## src/rtl/rs_alu.sv

```systemverilog
// ALU reservation station: holds dispatched ALU ops until both operands are
// resolved via the ALU/LSB broadcast buses, then issues one ready op per cycle.
module rs_alu #(
    parameter int unsigned RS_SIZE = 8,
    parameter int unsigned ROB_W   = 4
) (
    input  logic             clk,
    input  logic             rst_n,
    input  logic             rdy,
    input  logic             clear,

    input  logic             in_en,
    input  logic [ROB_W-1:0] in_rob_id,
    input  logic [5:0]       in_opcode,
    input  logic [31:0]      in_vj,
    input  logic [31:0]      in_vk,
    input  logic             in_qj_valid,
    input  logic             in_qk_valid,
    input  logic [ROB_W-1:0] in_qj,
    input  logic [ROB_W-1:0] in_qk,
    input  logic [31:0]      in_imm,
    input  logic [31:0]      in_pc,

    input  logic             alu_cdb_valid,
    input  logic [ROB_W-1:0] alu_cdb_rob_id,
    input  logic [31:0]      alu_cdb_val,
    input  logic             lsb_cdb_valid,
    input  logic [ROB_W-1:0] lsb_cdb_rob_id,
    input  logic [31:0]      lsb_cdb_val,

    output logic             full,
    output logic             work_en,
    output logic [ROB_W-1:0] rob_id,
    output logic [5:0]       opcode,
    output logic [31:0]      rs1,
    output logic [31:0]      rs2,
    output logic [31:0]      imm,
    output logic [31:0]      pc
);

    localparam int unsigned IdxW = (RS_SIZE > 1) ? $clog2(RS_SIZE) : 1;
    localparam int unsigned OccW = $clog2(RS_SIZE + 1);

    // Entry storage
    logic [RS_SIZE-1:0] busy_q, busy_d;
    logic [RS_SIZE-1:0] qjv_q, qjv_d;
    logic [RS_SIZE-1:0] qkv_q, qkv_d;
    logic [ROB_W-1:0]   tag_q [RS_SIZE];
    logic [ROB_W-1:0]   tag_d [RS_SIZE];
    logic [5:0]         op_q  [RS_SIZE];
    logic [5:0]         op_d  [RS_SIZE];
    logic [31:0]        vj_q  [RS_SIZE];
    logic [31:0]        vj_d  [RS_SIZE];
    logic [31:0]        vk_q  [RS_SIZE];
    logic [31:0]        vk_d  [RS_SIZE];
    logic [ROB_W-1:0]   qj_q  [RS_SIZE];
    logic [ROB_W-1:0]   qj_d  [RS_SIZE];
    logic [ROB_W-1:0]   qk_q  [RS_SIZE];
    logic [ROB_W-1:0]   qk_d  [RS_SIZE];
    logic [31:0]        imm_q [RS_SIZE];
    logic [31:0]        imm_d [RS_SIZE];
    logic [31:0]        pc_q  [RS_SIZE];
    logic [31:0]        pc_d  [RS_SIZE];

    logic [OccW-1:0]    occ_q, occ_d;

    // Issue port registers
    logic               work_en_q, work_en_d;
    logic [ROB_W-1:0]   rob_id_q, rob_id_d;
    logic [5:0]         opcode_q, opcode_d;
    logic [31:0]        rs1_q, rs1_d;
    logic [31:0]        rs2_q, rs2_d;
    logic [31:0]        imm_out_q, imm_out_d;
    logic [31:0]        pc_out_q, pc_out_d;

    logic               free_found, sel_found, disp_ok;
    logic [IdxW-1:0]    free_idx, sel_idx;

    function automatic logic bus_hit(input logic             bus_valid,
                                     input logic [ROB_W-1:0] bus_tag,
                                     input logic [ROB_W-1:0] tag);
        return bus_valid && (bus_tag == tag);
    endfunction

    assign full = (occ_q == OccW'(RS_SIZE));

    // Lowest free slot and lowest ready entry, both from registered state only.
    always_comb begin
        free_found = 1'b0;
        free_idx   = '0;
        sel_found  = 1'b0;
        sel_idx    = '0;
        for (int i = RS_SIZE - 1; i >= 0; i--) begin
            if (!busy_q[i]) begin
                free_found = 1'b1;
                free_idx   = IdxW'(i);
            end
            if (busy_q[i] && !qjv_q[i] && !qkv_q[i]) begin
                sel_found = 1'b1;
                sel_idx   = IdxW'(i);
            end
        end
    end

    always_comb begin
        busy_d    = busy_q;
        qjv_d     = qjv_q;
        qkv_d     = qkv_q;
        tag_d     = tag_q;
        op_d      = op_q;
        vj_d      = vj_q;
        vk_d      = vk_q;
        qj_d      = qj_q;
        qk_d      = qk_q;
        imm_d     = imm_q;
        pc_d      = pc_q;
        occ_d     = occ_q;
        work_en_d = work_en_q;
        rob_id_d  = rob_id_q;
        opcode_d  = opcode_q;
        rs1_d     = rs1_q;
        rs2_d     = rs2_q;
        imm_out_d = imm_out_q;
        pc_out_d  = pc_out_q;
        disp_ok   = 1'b0;

        if (rdy) begin
            if (clear) begin
                busy_d    = '0;
                occ_d     = '0;
                work_en_d = 1'b0;
            end else begin
                // Wakeup; ALU bus takes priority if both buses carry the same tag.
                for (int i = 0; i < RS_SIZE; i++) begin
                    if (busy_q[i] && qjv_q[i]) begin
                        if (bus_hit(alu_cdb_valid, alu_cdb_rob_id, qj_q[i])) begin
                            vj_d[i]  = alu_cdb_val;
                            qjv_d[i] = 1'b0;
                        end else if (bus_hit(lsb_cdb_valid, lsb_cdb_rob_id, qj_q[i])) begin
                            vj_d[i]  = lsb_cdb_val;
                            qjv_d[i] = 1'b0;
                        end
                    end
                    if (busy_q[i] && qkv_q[i]) begin
                        if (bus_hit(alu_cdb_valid, alu_cdb_rob_id, qk_q[i])) begin
                            vk_d[i]  = alu_cdb_val;
                            qkv_d[i] = 1'b0;
                        end else if (bus_hit(lsb_cdb_valid, lsb_cdb_rob_id, qk_q[i])) begin
                            vk_d[i]  = lsb_cdb_val;
                            qkv_d[i] = 1'b0;
                        end
                    end
                end

                work_en_d = sel_found;
                if (sel_found) begin
                    rob_id_d        = tag_q[sel_idx];
                    opcode_d        = op_q[sel_idx];
                    rs1_d           = vj_q[sel_idx];
                    rs2_d           = vk_q[sel_idx];
                    imm_out_d       = imm_q[sel_idx];
                    pc_out_d        = pc_q[sel_idx];
                    busy_d[sel_idx] = 1'b0;
                end

                // The free slot is never the issuing one, so a freed slot waits a cycle.
                if (in_en && !full && free_found) begin
                    disp_ok          = 1'b1;
                    busy_d[free_idx] = 1'b1;
                    tag_d[free_idx]  = in_rob_id;
                    op_d[free_idx]   = in_opcode;
                    imm_d[free_idx]  = in_imm;
                    pc_d[free_idx]   = in_pc;
                    qj_d[free_idx]   = in_qj;
                    qk_d[free_idx]   = in_qk;
                    vj_d[free_idx]   = in_vj;
                    qjv_d[free_idx]  = in_qj_valid;
                    vk_d[free_idx]   = in_vk;
                    qkv_d[free_idx]  = in_qk_valid;
                    if (in_qj_valid) begin
                        if (bus_hit(alu_cdb_valid, alu_cdb_rob_id, in_qj)) begin
                            vj_d[free_idx]  = alu_cdb_val;
                            qjv_d[free_idx] = 1'b0;
                        end else if (bus_hit(lsb_cdb_valid, lsb_cdb_rob_id, in_qj)) begin
                            vj_d[free_idx]  = lsb_cdb_val;
                            qjv_d[free_idx] = 1'b0;
                        end
                    end
                    if (in_qk_valid) begin
                        if (bus_hit(alu_cdb_valid, alu_cdb_rob_id, in_qk)) begin
                            vk_d[free_idx]  = alu_cdb_val;
                            qkv_d[free_idx] = 1'b0;
                        end else if (bus_hit(lsb_cdb_valid, lsb_cdb_rob_id, in_qk)) begin
                            vk_d[free_idx]  = lsb_cdb_val;
                            qkv_d[free_idx] = 1'b0;
                        end
                    end
                end

                occ_d = occ_q + OccW'(disp_ok) - OccW'(sel_found);
            end
        end
    end

    always_ff @(posedge clk or negedge rst_n) begin
        if (!rst_n) begin
            busy_q    <= '0;
            qjv_q     <= '0;
            qkv_q     <= '0;
            tag_q     <= '{default: '0};
            op_q      <= '{default: '0};
            vj_q      <= '{default: '0};
            vk_q      <= '{default: '0};
            qj_q      <= '{default: '0};
            qk_q      <= '{default: '0};
            imm_q     <= '{default: '0};
            pc_q      <= '{default: '0};
            occ_q     <= '0;
            work_en_q <= 1'b0;
            rob_id_q  <= '0;
            opcode_q  <= '0;
            rs1_q     <= '0;
            rs2_q     <= '0;
            imm_out_q <= '0;
            pc_out_q  <= '0;
        end else begin
            busy_q    <= busy_d;
            qjv_q     <= qjv_d;
            qkv_q     <= qkv_d;
            tag_q     <= tag_d;
            op_q      <= op_d;
            vj_q      <= vj_d;
            vk_q      <= vk_d;
            qj_q      <= qj_d;
            qk_q      <= qk_d;
            imm_q     <= imm_d;
            pc_q      <= pc_d;
            occ_q     <= occ_d;
            work_en_q <= work_en_d;
            rob_id_q  <= rob_id_d;
            opcode_q  <= opcode_d;
            rs1_q     <= rs1_d;
            rs2_q     <= rs2_d;
            imm_out_q <= imm_out_d;
            pc_out_q  <= pc_out_d;
        end
    end

    assign work_en = work_en_q;
    assign rob_id  = rob_id_q;
    assign opcode  = opcode_q;
    assign rs1     = rs1_q;
    assign rs2     = rs2_q;
    assign imm     = imm_out_q;
    assign pc      = pc_out_q;

endmodule

```

## config.mk

```make
export PLATFORM = sky130hd
export DESIGN_NAME = rs_alu
export DESIGN_NICKNAME = d
export VERILOG_FILES = /design/src/rtl/rs_alu.sv
export SDC_FILE = /design/constraint.sdc
export NUM_CORES = 2
export LEC_CHECK = 0
export ABC_AREA = 1
export BUFFER_PORTS_ARGS = -buffer_cell sky130_fd_sc_hd__buf_2
export CAP_MARGIN = 30
export CORE_ASPECT_RATIO = 1.2
export CORE_MARGIN = 8
export CORE_UTILIZATION = 30
export DETAILED_ROUTE_END_ITERATION = 7
export SLEW_MARGIN = 20
export SYNTH_ARGS = -nofsm -noshare
export SYNTH_HDL_FRONTEND = slang
export SYNTH_SLANG_ARGS = --single-unit
```

## constraint.sdc

```tcl
create_clock -name clk -period 2.7 [get_ports clk]
set_input_delay 0.54 -clock clk [delete_from_list [all_inputs] [get_ports clk]]
set_output_delay 0.54 -clock clk [all_outputs]
set_load 0.02 [all_outputs]
```

[Word-level counts from Yosys, hierarchy flattened]
Cells that the tools add are included.
W data, S select, Z words.
Storage, ports and cells
  word-level logic and storage cells: 483
  input port bits: 227
  output and inout bits: 140
  register bits after elaboration: 1335
Operators by class
  bitwise gates (word level): 9
  reduce and logical (&&, ||, !) cells: 93
  eq/ne operators: 37
  $lt $le $gt $ge: 7
  muxes and demuxes: 260
  add/sub/neg operators: 2
Operators by type and width (number)
  $mux W32: 89
  $bwmux W256: 8
  $mux W256: 8
  $bmux W32 S3: 4
  $eq A4 B4 Y1: 36
  $mux W8: 13
  $mux W1: 102
  $bwmux W32: 3
  $demux W32 S3: 1
  $logic_and A1 B1 Y1: 73
  $bwmux W48: 1
  $mux W3: 16
  $and A8 B8 Y8: 3
  $bmux W6 S3: 1
  $demux W6 S3: 1
  $mux W6: 3
  $logic_not A1 Y1: 17
  $bwmux W8: 2
  $mux W4: 4
  $not A8 Y8: 2
  $bmux W4 S3: 1
  $demux W4 S3: 1
  $ge A4 B4 Y1 const B: 2
  $lt A3 B4 Y1 const B: 2
  11 further kinds: 15

[Longest topological paths before layout]
  depth after elaboration: 23
  mapped depth: 16
  depth with buffers taken out: 14

[Worst setup path before layout]
Ideal clock, no wire load.
  kind: reg-to-reg
  from: register occ_q[2]
  to: register occ_q[1]
  required time: 2.573 ns
  setup slack: 0.407 ns
  period minus slack after synthesis: 2.293 ns
  path buffers: 0
  setup time: 0.127 ns
  stages on the path, launching flop included: 13
  arrival: 2.166 ns
  path through: dfrtp_1 > inv_1 > ha_1 > nand2_1 > nor2_1 > nor2_1 > nand2_1 > ha_1 > inv_1 > ha_1 > fa_1 > nand2_1 > o21ai_0
Between the ends
  word-level cells in the longest chain between the ends: 10
RTL lines
  start, declared: line 65  | logic [OccW-1:0] occ_q, occ_d;
  start signal, assigned: line 218  | occ_q <= '0;
  start signal, assigned: line 238  | occ_q <= occ_d;
  $eq A4 B4 Y1: line 85  | assign full = (occ_q == OccW'(RS_SIZE));
  net full: line 31  | output logic full,
  $logic_not A1 Y1: line 167  | if (in_en && !full && free_found) begin
  $logic_and A1 B1 Y1 (2 in series): line 167
  $mux W1: line 167
  $mux W1: line 128  | if (clear) begin
  $mux W1: line 127  | if (rdy) begin
  $add A4 B1 Y4: line 200  | occ_d = occ_q + OccW'(disp_ok) - OccW'(sel_found);
  $sub A4 B1 Y4: line 200
  $mux W4: line 128
The timed path passes the listed nets, and every way through them passes these cells. The select of a mux whose other input is x is not followed.
A chain may end at the register's enable or synchronous reset.

[Final worst setup path]
  from: input in_qk[0]
  to: register vk_q[191] (netlist bit)
Between the ends
  word-level cells in the longest chain between the ends: 6
RTL lines
  start, declared: line 20  | input logic [ROB_W-1:0] in_qk,
  $eq A4 B4 Y1: line 82  | return bus_valid && (bus_tag == tag);
  $logic_and A1 B1 Y1: line 82
  $mux W256: line 193  | end else if (bus_hit(lsb_cdb_valid, lsb_cdb_rob_id, in_qk)) begin
  $mux W256 (*): line 190  | if (bus_hit(alu_cdb_valid, alu_cdb_rob_id, in_qk)) begin
  $mux W256 (*): line 189  | if (in_qk_valid) begin
  $mux W256 (*): line 167
  end signal, assigned: line 233  | vk_q <= vk_d;
  end, declared: line 54  | logic [31:0] vk_q [RS_SIZE];
Every way passes the cells marked *; elsewhere a longest branch is shown, timed or not.

==> out/qor.yml <==
status: "complete, but fails checks"
violations: "design-rule violations"
synth_top_family_by_area: "simple AND/OR/NAND/NOR gates"
antenna_left: 0
syn_nets: 12800
ys_ff_latch: 1335
crit_type: "input port to flop"
ys_warn_count: 0
critical_path_required_ns: 3.42
tightest_slew_ns: 1.23
synth.top_cell.area_share_pct: 41.0
muxShareOfSynthArea_pct: 0
relSlewSlack_pct: 18.2
syn_inst: 12600
start_util_pct: 30.2
rows: 209
fin_worst_skew_ns: 0.0478
yosys.area_share.simple_pct: 40.1
period_share_pct: 96.4
drtIter0Drc: 11400
p_total_uw: 67800
layoutNonFillerInstCount: 16500
die_y_um: 587
cts_max_level: 4
yosys-top-cells-area: "dfrtp_1, nand2_1, nand3_1, o21ai_0, nor2_1"
die_area_um2: 289000
yosys.area.top_type: "dfrtp_1"
avgSynthCellArea_um2: 6.48
grt_pass1_wl_mm: 556
setup_viol: 0
worst-path-max-fanout: 17
crit_path_end_kind: "flop"
nets: 13000
clockBufferDepth: 3
finalWirelength_mm: 379
slowest_delay_ns: 0.61
cts.sinks: 1335
nFillCells: 28700
portBuffers: 366
grt_max_degree: 193
antenna_found_initial: 67
area_growth_pct: 19.4
yosys.area_share.adder_pct: 0.101
first_pass_iters: 8
track_usage_pct: 25.2
path_cells: "dlygate4sd3_1, buf_2, inv_1, nor2_1, nor3_1, nand3b_1, inv_1, buf_12, nand2_1, nand4_1, nand3_1, nand2_1, nand2_1"
cts_tree: "done"
cpMostUsedCell: "nand2_1"
slew_viol_final: 0
cts-buffers-inserted: 157
yosysSeqAreaShare_pct: 41.0
period_minus_slack_ns: 2.60
layout_commonest_cell: "nand2_1"
fp.dieW_um: 492
synth.distinct_cells: 38
post-dp-hpwl_mm: 233
cp.arrival_ns: 3.33
placed_cells: 16100
cp_num_buf_inv: 5
drc: 1
clock_latency_ns: 0.84
vdd_drop_max_v: 0.000636
crit_family: "buffers and inverters"
clk_pin_slew_ns: 0.06
core_area_um2: 270000
synthesis.area_um2: 81500
overflow: 0
num_vias: 88000
hold_viol: 0
final_cell_mix: "nand2_1, nand3_1, dfrtp_1"
synth_compound_area_share_pct: 9.37
startpoint_type: "input port"
drive_above_1_share_pct: 9.49
hold_class: "input port to flop"
power.density_nw_per_um2: 697
viasPerCell: 5.34
post_drt_wl_per_cell_um: 23.0
max_freq_mhz: 384
ioPinCount: 367
leakage_uw: 0.0505
synth_xor_area_share_pct: 0.355
routabilityCongestion: 0.940
max_cap_viol_count: 0
root_buffer: "clkbuf_16"
grt_pass1_vias: 83400
cp_slowest_cell: "dlygate4sd3_1"
==> synth_stat cells (all sizes together) <==
cell,number
nand2,4637
nand3,1709
dfrtp,1335
o21ai,1283
nor2,1213
inv,889
clkbuf,553
buf,387
nand4,282
a21oi,159
o22ai,33
xnor2,30
nor3,25
o211ai,20
nand3b,9
clkinv,5
ha,5
a31oi,4
xor2,3
a21boi,1
a21o,1
fa,1
o31ai,1
==> worst paths after layout <==
path / cells past startpoint / startpoint / slack (ns) / end
worst max register to register: 13 / busy_q[0] / 0.1 / rs1[29]
worst min register to register: 2 / rs2[22] / 0.47 / rs2[22]
max in group asynchronous: 4 / rst_n / 1.42 / qk_q[30]
worst min-delay path: 3 / in_qj[3] / 0.08 / qj_q[11]
min in group asynchronous: 2 / rst_n / 0.24 / rs1[16]
worst max-delay path: 13 / in_qk[0] / 0.1 / vk_q[191]
==> sequential cells by signal (all words and copies together), names as in the netlist, 8 cells and up <==
name    cells
imm_q     256
pc_q      256
vj_q      256
vk_q      256
op_q       48
imm        32
pc         32
qj_q       32
qk_q       32
rs1        32
rs2        32
tag_q      32
busy_q      8
qjv_q       8
qkv_q       8
==> where the power goes <==
group,internal [uW],total [uW],switching [uW]
logic,6200,17700,11500
registers,24500,27200,2730
clock network,13200,22900,9680
==> kinds of logic (layout without fill, tap and decap cells) <==
group | Yosys count | count (layout)
compound gates | 1502 | 1502
xor+xnor | 33 | 33
fa+ha+maj | 6 | 6
buf+inv | 1834 | 2121
flops | 1335 | 1335
other cells | 0 | 30
simple gates | 7875 | 7875
==> timing repair <==
| item | 4_1_cts | 5_1_grt |
|---|---|---|
| gates resized for setup | 0 | 8 |
| buffers inserted | 0 | 2 |
| endpoints found under the setup margin | 0 | 48 |
| hold endpoints to repair | 420 | 0 |
| hold buffers | 79 | 0 |
==> metal layers <==
metal  track usage [%]  share of wire (%)  vias up
met2              39.5                 44     5249
met1              31.1                 38    40700
met4              15.7                7.3       36
li1                  -                  -    40500
met3              6.16                 10     1447
met5             0.183              0.057        -
==> area by class of cell <==
class	count	area, um2	share of cell area [%]
Sequential cell	1335	33400	34.3
Clock inverter	57	917	0.943
Tap cell	3587	4490	4.61
Clock buffer	222	4500	4.63
Timing Repair Buffer	948	9510	9.78
Antenna cell	30	75.1	0.0772
Inverter	894	3450	3.55
Multi-Input combinational cell	9416	40900	42.1
==> tightest hold or removal path: cells and delay by family <==
kind | cells | cell delay, ns
buf+inv | 1 | 0.18
compound gates | 1 | 0.07
simple gates | 1 | 0.08
==> stage by stage <==
| step | hold WS [ns] | setup slack [ns] | area [um2] | util [%] | TNS (ns) |
|---|---|---|---|---|---|
| 2_1_floorplan | 0.244 | 0.407 | 81500 | - | 0 |
| 3_3_place_gp | 0.451 | 0.0281 | 90900 | 33.7 | 0 |
| 3_5_place_dp | 0.451 | -0.0177 | 90900 | 33.7 | -0.0206 |
| 4_1_cts | 0.0108 | 0.0820 | 97100 | 36.0 | 0 |
| 5_1_grt | 0.0655 | -0.00884 | 97200 | 36.0 | -0.0175 |
| 6_report | 0.0841 | 0.0965 | 97300 | 36.0 | 0 |
(Power assumes the default switching activity.)
